===== src/rtl/gauss_pkg.sv =====
// Shared types and constants for the Gaussian smoothing peripheral:
// FSM states, kernel taps, register bit positions and result rounding.
package gauss_pkg;

    typedef enum logic [1:0] {
        ST_IDLE = 2'd0,
        ST_MAC  = 2'd1,
        ST_PUSH = 2'd2
    } state_e;

    localparam int NTAPS = 5;
    localparam logic [2:0] COEF [NTAPS] = '{3'd1, 3'd4, 3'd6, 3'd4, 3'd1};

    localparam int CTRL_EN    = 0;
    localparam int CTRL_CLR   = 1;

    localparam int STAT_EN    = 0;
    localparam int STAT_BUSY  = 1;
    localparam int STAT_OVLD  = 2;
    localparam int STAT_IRDY  = 3;
    localparam int STAT_CNT   = 4;
    localparam int STAT_OVF   = 7;

    localparam int RND_CONST  = 8;
    localparam int RND_SHIFT  = 4;

endpackage


===== src/rtl/gauss_fifo.sv =====
// Synchronous result FIFO with combinational head, occupancy count and flush.
// A pop on a full FIFO frees the slot for a simultaneous push.
module gauss_fifo #(
    parameter int DEPTH = 4,
    parameter int WIDTH = 8
) (
    input  logic                         clk_i,
    input  logic                         rst_i,
    input  logic                         flush_i,
    input  logic                         push_i,
    input  logic                         pop_i,
    input  logic [WIDTH-1:0]             din_i,
    output logic [WIDTH-1:0]             head_o,
    output logic                         full_o,
    output logic                         empty_o,
    output logic [$clog2(DEPTH+1)-1:0]   count_o
);

    localparam int PTR_W = (DEPTH > 1) ? $clog2(DEPTH) : 1;
    localparam int CNT_W = $clog2(DEPTH + 1);

    logic [WIDTH-1:0] mem_q [DEPTH];
    logic [PTR_W-1:0] wptr_q, rptr_q;
    logic [CNT_W-1:0] cnt_q;
    logic             do_push, do_pop;

    assign empty_o = (cnt_q == '0);
    assign full_o  = (cnt_q == CNT_W'(DEPTH));
    assign count_o = cnt_q;
    assign head_o  = mem_q[rptr_q];

    assign do_pop  = pop_i & ~empty_o;
    assign do_push = push_i & (~full_o | do_pop);

    always_ff @(posedge clk_i) begin
        if (rst_i || flush_i) begin
            wptr_q <= '0;
            rptr_q <= '0;
            cnt_q  <= '0;
        end else begin
            if (do_push) wptr_q <= wptr_q + 1'b1;
            if (do_pop)  rptr_q <= rptr_q + 1'b1;
            unique case ({do_push, do_pop})
                2'b10:   cnt_q <= cnt_q + 1'b1;
                2'b01:   cnt_q <= cnt_q - 1'b1;
                default: cnt_q <= cnt_q;
            endcase
        end
    end

    always_ff @(posedge clk_i) begin
        if (do_push && !rst_i && !flush_i) mem_q[wptr_q] <= din_i;
    end

endmodule


===== src/rtl/gauss_filter.sv =====
// Memory-mapped 5-tap [1,4,6,4,1]/16 smoothing filter: CTRL/STATUS and DATA
// registers, sequential MAC engine and an output FIFO drained by DATA reads.
module gauss_filter
    import gauss_pkg::*;
#(
    parameter int FIFO_DEPTH = 4,
    parameter int SAMPLE_W   = 8
) (
    input  logic        clk_i,
    input  logic        rst_i,
    input  logic        cs_i,
    input  logic        select_i,
    input  logic        we_i,
    input  logic        rd_i,
    input  logic [31:0] wdata_i,
    output logic [31:0] rdata_o
);

    localparam int ACC_W = SAMPLE_W + 4;
    localparam int CNT_W = $clog2(FIFO_DEPTH + 1);

    function automatic logic [SAMPLE_W-1:0] round_result(input logic [ACC_W-1:0] acc);
        logic [ACC_W:0] sum;
        sum = {1'b0, acc} + (ACC_W + 1)'(RND_CONST);
        return sum[RND_SHIFT +: SAMPLE_W];
    endfunction

    state_e                state_q, state_d;
    logic                  en_q, en_d;
    logic                  ovf_q, ovf_d;
    logic [SAMPLE_W-1:0]   win_q [NTAPS];
    logic [SAMPLE_W-1:0]   win_d [NTAPS];
    logic [2:0]            nsamp_q, nsamp_d;
    logic [2:0]            k_q, k_d;
    logic [ACC_W-1:0]      acc_q, acc_d;
    logic [ACC_W-1:0]      prod;

    logic                  ctrl_wr, clr, data_wr, data_rd, idle, in_ready, accept;
    logic                  fifo_push, fifo_full, fifo_empty;
    logic [SAMPLE_W-1:0]   fifo_head;
    logic [CNT_W-1:0]      fifo_cnt;
    logic [31:0]           status, data_word;
    logic                  unused_wdata;

    assign unused_wdata = ^{wdata_i[31:SAMPLE_W]};

    assign ctrl_wr  = cs_i & we_i & ~select_i;
    assign clr      = ctrl_wr & wdata_i[CTRL_CLR];
    assign data_wr  = cs_i & we_i & select_i;
    assign data_rd  = cs_i & rd_i & select_i;
    assign idle     = (state_q == ST_IDLE);
    assign in_ready = en_q & idle;
    assign accept   = data_wr & in_ready;

    assign prod = ACC_W'(win_q[k_q]) * ACC_W'(COEF[k_q]);

    always_comb begin
        state_d   = state_q;
        en_d      = en_q;
        ovf_d     = ovf_q;
        win_d     = win_q;
        nsamp_d   = nsamp_q;
        k_d       = k_q;
        acc_d     = acc_q;
        fifo_push = 1'b0;

        if (ctrl_wr) en_d = wdata_i[CTRL_EN];

        // CLR wins over everything, including an in-flight MAC or PUSH.
        if (clr) begin
            state_d = ST_IDLE;
            ovf_d   = 1'b0;
            nsamp_d = '0;
            for (int i = 0; i < NTAPS; i++) win_d[i] = '0;
        end else begin
            unique case (state_q)
                ST_IDLE: begin
                    if (accept) begin
                        win_d[0] = wdata_i[SAMPLE_W-1:0];
                        for (int i = 1; i < NTAPS; i++) win_d[i] = win_q[i-1];
                        nsamp_d = (nsamp_q == 3'(NTAPS)) ? nsamp_q : nsamp_q + 3'd1;
                        if (nsamp_d == 3'(NTAPS)) begin
                            state_d = ST_MAC;
                            k_d     = '0;
                            acc_d   = '0;
                        end
                    end
                end
                ST_MAC: begin
                    acc_d = acc_q + prod;
                    k_d   = k_q + 3'd1;
                    if (k_q == 3'(NTAPS - 1)) state_d = ST_PUSH;
                end
                ST_PUSH: begin
                    fifo_push = 1'b1;
                    if (fifo_full && !data_rd) ovf_d = 1'b1;
                    state_d = ST_IDLE;
                end
                default: state_d = ST_IDLE;
            endcase
            if (data_wr && en_q && !idle) ovf_d = 1'b1;
        end
    end

    always_ff @(posedge clk_i) begin
        if (rst_i) begin
            state_q <= ST_IDLE;
            en_q    <= 1'b0;
            ovf_q   <= 1'b0;
            nsamp_q <= '0;
            k_q     <= '0;
            for (int i = 0; i < NTAPS; i++) win_q[i] <= '0;
        end else begin
            state_q <= state_d;
            en_q    <= en_d;
            ovf_q   <= ovf_d;
            nsamp_q <= nsamp_d;
            k_q     <= k_d;
            win_q   <= win_d;
        end
    end

    always_ff @(posedge clk_i) begin
        acc_q <= acc_d;
    end

    gauss_fifo #(
        .DEPTH (FIFO_DEPTH),
        .WIDTH (SAMPLE_W)
    ) u_fifo (
        .clk_i   (clk_i),
        .rst_i   (rst_i),
        .flush_i (clr),
        .push_i  (fifo_push),
        .pop_i   (data_rd),
        .din_i   (round_result(acc_q)),
        .head_o  (fifo_head),
        .full_o  (fifo_full),
        .empty_o (fifo_empty),
        .count_o (fifo_cnt)
    );

    always_comb begin
        status                  = '0;
        status[STAT_EN]         = en_q;
        status[STAT_BUSY]       = ~idle;
        status[STAT_OVLD]       = ~fifo_empty;
        status[STAT_IRDY]       = in_ready;
        status[STAT_CNT +: 3]   = 3'(fifo_cnt);
        status[STAT_OVF]        = ovf_q;

        data_word = '0;
        if (!fifo_empty) data_word[SAMPLE_W-1:0] = fifo_head;

        if (!cs_i)         rdata_o = '0;
        else if (select_i) rdata_o = data_word;
        else               rdata_o = status;
    end

endmodule


===== config.mk =====
export PLATFORM = sky130hd
export DESIGN_NAME = gauss_filter
export DESIGN_NICKNAME = d
export VERILOG_FILES = /design/src/rtl/gauss_pkg.sv /design/src/rtl/gauss_fifo.sv /design/src/rtl/gauss_filter.sv
export SDC_FILE = /design/constraint.sdc
export NUM_CORES = 1
export LEC_CHECK = 0
export CORE_MARGIN = 2
export CORE_UTILIZATION = 56
export DETAILED_ROUTE_END_ITERATION = 12
export GPL_TIMING_DRIVEN = 0
export PLACE_DENSITY = 0.8
export SYNTH_ARGS = -nofsm -noshare
export SYNTH_HDL_FRONTEND = slang
export SYNTH_HIERARCHICAL = 1
export SYNTH_SLANG_ARGS = --single-unit

===== constraint.sdc =====
create_clock -name clk_i -period 4.9 [get_ports clk_i]
set_input_delay 0.49 -clock clk_i [delete_from_list [all_inputs] [get_ports clk_i]]
set_output_delay 0.49 -clock clk_i [all_outputs]
set_load 0.01 [all_outputs]

==> results of run 1 <==
==> final cells by class <==
cell class | instances | area [um2]
repair buffers | 22 | 218
inverters | 39 | 146
fillers | 827 | 3690
well taps | 136 | 170
clock buffers | 10 | 149
clock inverters | 6 | 65.1
multi-input cells | 422 | 2940
flip-flops and latches | 103 | 2500
plain buffers | 52 | 307
==> flip-flops by register name, summed over array words and instances, names as in the netlist, 3 cells and up, named ones only <==
register	flops
u_fifo/mem_q	32
u_fifo/count_o	3
acc_q	12
nsamp_q	3
win_q	40
k_q	3
==> worst max-delay path: cells and delay by family, from the launching register on <==
kind	cells	cell delay, ns
muxes	1	0.23
adders and majority gates	4	1.78
DFF	1	0.46
AOI/OAI and AO/OA	3	0.72
and+or+nand+nor	2	0.48
buffers and inverters	3	0.66
==> path summary, 6_finish.rpt <==
kind / startpoint / endpoint / slack [ns] / cells past startpoint
worst max-delay path: k_q[0] / acc_q[11] / 0.41 / 13
worst min-delay path: win_q[17] / win_q[9] / 0.46 / 2
worst max register to register: k_q[0] / acc_q[11] / 0.41 / 13
worst min register to register: win_q[17] / win_q[9] / 0.46 / 2
==> cell usage in the layout (no fill, tap or decap), types with 5 or more instances in the layout <==
| master | n |
|---|---|
| a22oi_1 | 9 |
| and2_1 | 6 |
| nor2_1 | 39 |
| xnor2_1 | 8 |
| nor2b_1 | 13 |
| a21oi_1 | 60 |
| or2_2 | 7 |
| ha_1 | 25 |
| clkdlybuf4s50_1 | 21 |
| o21ai_0 | 11 |
| nand3_1 | 5 |
| dfxtp_1 | 59 |
| mux4_2 | 16 |
| nor3_1 | 6 |
| nand2b_1 | 5 |
| buf_4 | 25 |
| fa_1 | 16 |
| nand2_1 | 98 |
| inv_1 | 39 |
| conb_1 | 24 |
| mux2i_1 | 6 |
| edfxtp_1 | 44 |
| clkbuf_1 | 20 |
| clkbuf_8 | 9 |
==> power by group through the flow <==
stage | clock network [mW] | logic [mW] | registers (mW)
global placement | 0 | 0.0619 | 0.907
global route | 0.604 | 0.0710 | 0.888
floorplan | 0 | 0.0436 | 0.907
detailed placement | 0 | 0.0633 | 0.907
CTS | 0.566 | 0.0637 | 0.887
finish | 0.562 | 0.0650 | 0.887
==> routing by layer <==
metal  wire, um  GRT usage [%]
met5          0              0
met4        254           9.59
met1       5210           29.1
met3        487           3.90
met2       6510           41.8
==> stage by stage <==
step | hold WS, ns | area [um2]
floorplan | 0.436 | 5890
global placement | 0.445 | 6270
detailed placement | 0.454 | 6270
CTS | 0.465 | 6480
global route | 0.484 | 6500
finish | 0.465 | 6500
==> kinds of logic (layout without fill, tap and decap cells) <==
kind of cell	after synthesis	in the layout	synth area share (%)
compound gates	109	109	11.3
xor+xnor	12	12	1.81
fa+ha+maj	41	41	10.9
buf+inv	91	129	7.79
flops	103	103	43.1
mux	22	22	7.25
other cells	1	24	0.0647
simple gates	214	214	17.7
==> repair_timing <==
action | in CTS | in global routing
endpoints found under the hold margin | 0 | 0
gates resized for setup | 0 | 4
endpoints found under the setup margin | 0 | 3
==> impl_metrics.tcl, run 1 <==
set metrics [dict create \
    grt_pass1_vias 4480 \
    drtPass1Iterations 5 \
    hold_violations 0 \
    crit_slowest_cell "fa_1" \
    drtIter0Drc 292 \
    netlist_area_um2 5800 \
    ant_nets 0 \
    ys.flop_type "dfxtp_1" \
    power_mw 1.51 \
    grt-ovfl-total 0 \
    clkLatencyLatePin_ns 0.37 \
    hp-class "reg -> reg" \
    setup_slack_ns 0.414 \
    die-area_um2 11200 \
    io_buffers 21 \
    clockBufferDepth 2 \
    synth_commonest_cells "98 x nand2_1, 60 x a21oi_1, 59 x dfxtp_1" \
    crit_fanout 10 \
    worst-endpoint-arrival_ns 4.70 \
    coreArea_um2 10200 \
    p_int_mw 1.17 \
    synth_cells 593 \
    swShare_pct 22.9 \
    fin_skew_ns 0.0138 \
    vdd_drop_max_mv 0.157 \
    cts_max_level 3 \
    final.setup.tns_ns 0 \
    die_h_um 106 \
    cts_tree "built" \
    status "completed" \
    finalMaxSlewViolations 0 \
    num_vias 4363 \
    grt_antenna_before_repair 0 \
    p_switching_mw 0.347 \
    rsz0062_at_grt "false" \
    cp-end-kind "flip-flop" \
    cpPeakStageDelay_ns 0.54 \
    cp_cell_sequence "buf_2 -> inv_1 -> ha_1 -> or2_2 -> clkbuf_1 -> nor2_1 -> fa_1 -> fa_1 -> fa_1 -> a211oi_2 -> o21ai_0 -> a21oi_1 -> mux2i_1" \
    dpl.hpwl_mm 9.24 \
    tightestPinTransition_ns 0.724 \
    post-place-ws_ns 0.248 \
    cts_num_sinks 103 \
    p_clk_share_pct 37.1 \
    path_class "reg -> reg" \
    p_comb_share_pct 4.3 \
    final_util_pct 63.8 \
    yosysTopAreaCell "edfxtp_1" \
    area_growth_pct 12.0 \
    start_util_pct 56.9 \
    pwr_density_cell_nw_per_um2 233 \
    finalSetupViolations 0 \
    seq_area_frac_synth_pct 43.1 \
    max_freq_ghz 0.223 \
    grt_first_pass_wirelength_mm 21.0 \
    finalCritPeriodShare_pct 91.6 \
    cts_buffers 9 \
    dp_cells 773 \
    ys_seq_elements 103 \
    crit_top_cell "fa_1" \
    synthDistinctLibCells 60 \
    clk_pin_slew_ns 0.11 \
    synth-edff-count 44 \
    fin_crit_ns 4.49 \
    antenna_cells 0 \
    viasPerCell 5.52 \
    drive_gt1_share_pct 13.3 \
    fin_cells 790 \
    worstPathRequired_ns 5.12 \
    clock-root-buffer "clkbuf_8" \
    cts_setup_buffers 0 \
    rows 37 \
    synth_area_leaders "edfxtp_1 23%, dfxtp_1 20%, nand2_1 6.3%" \
    ys_async_sr_fraction_pct 0 \
    startpoint_type "flip-flop" \
    hold_buffers 0 \
    syn-mean-instance-area_um2 9.78 \
    grt_max_degree 19 \
    io_pins 70 \
    nets 728 \
    maxCapViolCount 0 \
    yosys_warnings 6 \
    power.leakage_nw 2.41 \
    die-width_um 106 \
    synth_top_area_share_pct 22.8 \
    synth_most_common_cell "nand2_1" \
    power_frac_seq_pct 58.6 \
    drc 0 \
    relSlewSlack_pct 51.4 \
    grt_use_total_pct 23.8 \
    routed_wirelength_mm 12.5 \
    wire_per_inst_um 15.8 \
    place_congestion 0.879 \
]
No activity file was read; power rests on OpenSTA's default activity.
==> run 2, diff against run 1 <==
--- a/config.mk
+++ b/config.mk
@@ -5,7 +5,6 @@
 export SDC_FILE = /design/constraint.sdc
 export NUM_CORES = 1
 export LEC_CHECK = 0
-export CORE_MARGIN = 2
 export CORE_UTILIZATION = 56
 export DETAILED_ROUTE_END_ITERATION = 12
 export GPL_TIMING_DRIVEN = 0
==> impl_metrics.tcl, run 2 (same netlist as run 1, synthesis figures left out) <==
set metrics [dict create \
    status "completed" \
    drc 0 \
    die-width_um 104 \
    crit_fanout 10 \
    fin_crit_ns 4.48 \
    vdd_drop_max_mv 0.150 \
    path_buf_inv 3 \
    power_mw 1.47 \
    worstHoldStart "win_q[6]" \
    antenna_cells 0 \
    worst-endpoint-arrival_ns 4.68 \
    finalMaxSlewViolations 0 \
    coreArea_um2 9910 \
    drtIter0Drc 208 \
    area_growth_pct 11.5 \
    min_path_cells 2 \
    final_common_cell "nand2_1" \
    largest_register "win_q" \
    cts_max_level 3 \
    postPlaceCellArea_um2 6260 \
    hp-class "reg -> reg" \
    cp_cell_sequence "buf_2 -> inv_1 -> ha_1 -> or2_2 -> clkbuf_1 -> nor2_1 -> fa_1 -> fa_1 -> fa_1 -> a211oi_2 -> o21bai_1 -> a21oi_1 -> mux2i_1" \
    finalSetupViolations 0 \
    final_cell_mix "98 x nand2_1, 60 x a21oi_1, 59 x dfxtp_1" \
    fin_skew_ns 0.0266 \
    dpl.hpwl_mm 8.86 \
    finalCritPeriodShare_pct 91.5 \
    reg2reg_from "k_q[0]" \
    crit_top_cell "fa_1" \
    cts_buffers 9 \
    min_to "win_q[6]" \
    rr_endpoint "acc_q[7]" \
    grt_use_total_pct 23.5 \
    r2r_cells 13 \
    final.setup.tns_ns 0 \
    io_pins 70 \
    drive_gt1_share_pct 13.0 \
    wire_per_inst_um 15.1 \
    setup_slack_ns 0.417 \
    grt_first_pass_wirelength_mm 20.3 \
    hold_buffers 0 \
    io_buffers 21 \
    post-place-ws_ns 0.336 \
    cp-end-kind "flip-flop" \
    die-area_um2 10800 \
    grt-ovfl-total 0 \
    crit_slowest_cell "fa_1" \
    tightestPinTransition_ns 0.708 \
    viasPerCell 5.48 \
    hold_violations 0 \
    maxCapViolCount 0 \
    power.leakage_nw 2.40 \
    final_cell_area_um2 6470 \
    clk_pin_slew_ns 0.10 \
    r2r_setup_slack_ns 0.42 \
    routed_wirelength_mm 11.9 \
    cts_num_sinks 103 \
    num_vias 4310 \
    path_class "reg -> reg" \
    final_util_pct 65.3 \
    reg_top3 "win_q (40), u_fifo/mem_q (32), acc_q (12)" \
    clkLatencyLatePin_ns 0.37 \
    relSlewSlack_pct 52.6 \
    path_delay_family "adder cells" \
    grt_antenna_before_repair 0 \
    rsz0062_at_grt "false" \
    fillers 805 \
    die_h_um 104 \
    drtPass1Iterations 7 \
    grt_pass1_vias 4361 \
    grt_max_degree 18 \
    cts_tree "built" \
    clock-root-buffer "clkbuf_8" \
    place_congestion 0.856 \
    worstPathRequired_ns 5.10 \
    rows 36 \
    max_freq_ghz 0.223 \
    start_util_pct 58.5 \
    ant_nets 0 \
    startpoint_type "flip-flop" \
    nets 728 \
    pwr_density_cell_nw_per_um2 228 \
    clockBufferDepth 2 \
    cpPeakStageDelay_ns 0.53 \
    largest_reg_flops 40 \
]
==> run 2: changes by cell type in the layout (fill, tap and decap cells not counted) <==
cell	before	now
bufinv_8	1	0
clkbuf_1	20	21
clkbuf_16	1	0
clkbuf_8	9	11
clkinvlp_4	1	0
inv_6	0	1
inv_8	2	1
nor2_1	39	40
nor2_2	1	0
==> run 2: metrics by stage <==
step	instances	hold slack, ns
2_1_floorplan	616	0.436
3_3_place_gp	770	0.446
3_5_place_dp	770	0.449
4_1_cts	786	0.463
5_1_grt	787	0.483
6_report	787	0.464
==> run 2: metal layers <==
metal | routed length (um) | vias up | GRT usage (%)
li1 | - | 2110 | -
met1 | 5070 | 2048 | 28.6
met2 | 6070 | 124 | 41.6
met3 | 471 | 28 | 3.34
met4 | 260 | 0 | 10.3
met5 | 0 | - | 0
==> run 2: power breakdown <==
part | switching (mW) | total [mW] | leakage, nW | internal (mW)
combinational | 0.0340 | 0.0645 | 1.43 | 0.0305
clock | 0.301 | 0.522 | 0.0991 | 0.221
sequential | 0.000553 | 0.887 | 0.863 | 0.887
==> run 2: worst max-delay path by stage <==
stage / start / to / slack [ns] / cells after the start
floorplan: k_q[1] / acc_q[11] / 0.87 / 13
global placement: k_q[1] / acc_q[11] / 0.39 / 13
detailed placement: k_q[1] / acc_q[11] / 0.34 / 13
CTS: k_q[1] / acc_q[7] / 0.27 / 13
global route: k_q[0] / acc_q[11] / 0.14 / 13
finish: k_q[0] / acc_q[7] / 0.42 / 13
==> run 2: cell type report <==
class / count / area, um2 / share of cell area, %
tap: 133 / 166 / 2.57
timing repair buffer: 22 / 218 / 3.37
clock inverter: 4 / 37.5 / 0.580
sequential: 103 / 2500 / 38.7
inverter: 39 / 146 / 2.26
clock buffer: 12 / 155 / 2.40
buffer: 52 / 307 / 4.74
multi-input combinational: 422 / 2940 / 45.4
==> run 2: worst register-to-register path: cells and delay by family, from the launching register on <==
family | cells | cell delay, ns
AO/OA/AOI/OAI | 3 | 0.73
adder cells (fa/ha/maj) | 4 | 1.75
buffers and inverters | 3 | 0.67
flip-flops | 1 | 0.45
multiplexers | 1 | 0.25
AND/OR/NAND/NOR | 2 | 0.49
==> run 2: timing repair <==
action                                 4_1_cts  5_1_grt
setup endpoints to repair                    0        3
gates resized for setup                      0        3
setup buffers                                0        0
endpoints found under the hold margin        0        0
==> run 3, diff against run 2 <==
--- a/config.mk
+++ b/config.mk
@@ -5,11 +5,12 @@
 export SDC_FILE = /design/constraint.sdc
 export NUM_CORES = 1
 export LEC_CHECK = 0
+export CORE_MARGIN = 3
 export CORE_UTILIZATION = 56
+export CTS_CLUSTER_SIZE = 14
 export DETAILED_ROUTE_END_ITERATION = 12
 export GPL_TIMING_DRIVEN = 0
 export PLACE_DENSITY = 0.8
 export SYNTH_ARGS = -nofsm -noshare
 export SYNTH_HDL_FRONTEND = slang
-export SYNTH_HIERARCHICAL = 1
 export SYNTH_SLANG_ARGS = --single-unit
==> impl_metrics.tcl, run 3 <==
set metrics [dict create \
    status "completed" \
    antenna_cells 0 \
    io_buffers 19 \
    drtPass1Iterations 4 \
    coreArea_um2 9860 \
    final_cell_mix "104 x nand2_1, 59 x dfxtp_1, 56 x a21oi_1" \
    synth-edff-count 44 \
    ys_async_sr_fraction_pct 0 \
    synthDistinctLibCells 52 \
    drc 0 \
    rsz0062_at_grt "false" \
    synthAdderAreaFrac_pct 10.8 \
    tightestPinTransition_ns 0.894 \
    clock-root-buffer "clkbuf_8" \
    path_class "reg -> reg" \
    fin_skew_ns 0.00996 \
    cts_buffers 9 \
    grt_first_pass_wirelength_mm 19.3 \
    hp-class "reg -> reg" \
    worst-endpoint-arrival_ns 4.50 \
    routed_wirelength_mm 11.2 \
    multiInputGateArea_um2 2810 \
    grt_antenna_before_repair 0 \
    seqCellArea_um2 2500 \
    fillers 767 \
    synth.area.mux_share_pct 6.45 \
    rows 36 \
    synth_top_family_by_area "simple AND/OR/NAND/NOR gates" \
    grt_use_total_pct 21.1 \
    finalSetupViolations 0 \
    synth_compound_area_share_pct 11.7 \
    area_growth_pct 11.0 \
    cts_tree "built" \
    largest_reg_flops 40 \
    num_vias 4155 \
    max_freq_ghz 0.228 \
    hold_violations 0 \
    viasPerCell 5.33 \
    maxCapViolCount 0 \
    synth_area_leaders "edfxtp_1 23%, dfxtp_1 21%, nand2_1 6.8%" \
    cts_num_sinks 103 \
    start_util_pct 58.2 \
    worstPathRequired_ns 5.01 \
    dpl.hpwl_mm 8.64 \
    fin_crit_ns 4.39 \
    reg_top3 "win_q (40), u_fifo.mem_q (32), acc_q (12)" \
    grt_pass1_vias 4147 \
    drive_gt1_share_pct 11.9 \
    crit_fanout 10 \
    clockBufferDepth 2 \
    startpoint_type "flip-flop" \
    yosys_warnings 0 \
    yosysTopAreaCell "edfxtp_1" \
    pwr_density_cell_nw_per_um2 224 \
    syn-mean-instance-area_um2 9.78 \
    netlist_area_um2 5740 \
    power_mw 1.42 \
    die-area_um2 11500 \
    synth_most_common_cell "nand2_1" \
    cts_setup_buffers 0 \
    synth_commonest_cells "104 x nand2_1, 59 x dfxtp_1, 56 x a21oi_1" \
    clkLatencyLatePin_ns 0.36 \
    nets 719 \
    power.leakage_nw 2.49 \
    final_common_cell "nand2_1" \
    grt-ovfl-total 0 \
    wire_per_inst_um 14.3 \
    final.setup.tns_ns 0 \
    grt_max_degree 18 \
    vdd_drop_max_mv 0.172 \
    finalMaxSlewViolations 0 \
    synth_top_area_share_pct 23.0 \
    synthXorXnorAreaFrac_pct 2.75 \
    largest_register "win_q" \
    seq_area_frac_synth_pct 43.6 \
    yosys.area_share.simple_pct 15.6 \
    ys.flop_type "dfxtp_1" \
    clk_pin_slew_ns 0.10 \
    ant_nets 0 \
    ys_seq_elements 103 \
    place_congestion 0.845 \
    finalCritPeriodShare_pct 89.6 \
    io_pins 70 \
    synth_cells 587 \
    cts_max_level 3 \
    die-width_um 107 \
    cp-end-kind "flip-flop" \
    relSlewSlack_pct 39.9 \
    die_h_um 107 \
    hold_buffers 0 \
    drtIter0Drc 306 \
]
## run 3: changes by cell type after synthesis, moves of 5 or more
cell,before,now
inv_1,39,55
and2_1,6,21
nor2_1,40,27
a22oi_1,9,1
a22o_1,0,7
or2_2,7,0
clkbuf_1,21,15
nand2_1,98,104
nor2b_1,13,7
buf_2,4,9
mux2i_1,6,1
## run 3: critical path, cell delays in order (launching register included)
cell and delay [ns]:
dfxtp_1 0.37, clkbuf_2 0.28, inv_1 0.09, ha_1 0.24, nor2b_1 0.14, buf_1 0.21
a22oi_1 0.22, fa_1 0.48, fa_1 0.59, inv_1 0.06, ha_1 0.31, a211oi_1 0.36
o21ai_0 0.25, a221oi_1 0.32, xor2_1 0.17, nor2_1 0.05
## run 3: cell type report
class / count / area share (%)
clock inverters: 7 / 0.747
plain buffers: 53 / 4.93
repair buffers: 20 / 3.10
flip-flops and latches: 103 / 39.3
well taps: 133 / 2.61
multi-input cells: 399 / 44.1
inverters: 55 / 3.24
clock buffers: 9 / 1.95
## run 3: kinds of logic (layout without fill, tap and decap cells)
logic type                 after synthesis  count (layout)
adders and majority gates               40              40
and+or+nand+nor                        196             196
muxes                                   17              17
xor gates and xnor gates                18              18
AOI/OAI and AO/OA                      104             104
buffers and inverters                  108             144
DFF                                    103             103
other                                    1              24
## run 3: final timing paths
path | from | endpoint | slack, ns | cells past startpoint
worst min-delay path | win_q[0] | win_q[0] | 0.46 | 2
worst min register to register | win_q[0] | win_q[0] | 0.46 | 2
worst max register to register | k_q[1] | acc_q[10] | 0.51 | 15
worst max-delay path | k_q[1] | acc_q[10] | 0.51 | 15
## run 3: repair_timing
| item | CTS | global route |
|---|---|---|
| gates resized for setup | 0 | 2 |
| hold endpoints to repair | 0 | 0 |
| endpoints found under the setup margin | 0 | 2 |
## run 3: metrics by stage
stage | instances | cell area, um2 | hold slack, ns | utilization (%) | worst slack (ns)
2_1_floorplan | 610 | 5820 | 0.437 | - | 0.822
3_5_place_dp | 763 | 6190 | 0.450 | 62.8 | 0.319
5_1_grt | 779 | 6370 | 0.484 | 64.5 | 0.124
6_report | 779 | 6370 | 0.462 | 64.5 | 0.510
4_1_cts | 779 | 6370 | 0.464 | 64.5 | 0.308
3_3_place_gp | 762 | 6180 | 0.449 | 62.7 | 0.411
## run 3: layer usage
layer | up-vias | part of all wire, % | global-route usage (%)
li1 | 2049 | - | -
met1 | 1986 | 43 | 27.9
met2 | 103 | 50 | 36.1
met3 | 17 | 4.9 | 3.37
met4 | 0 | 1.3 | 5.75
met5 | - | 0 | 0
## run 3: power by group
| part | internal [mW] | switching, mW | total (mW) |
|---|---|---|---|
| combinational | 0.0268 | 0.0313 | 0.0581 |
| sequential | 0.887 | 0.000614 | 0.887 |
| clock | 0.184 | 0.295 | 0.480 |
| total | 1.10 | 0.327 | 1.42 |
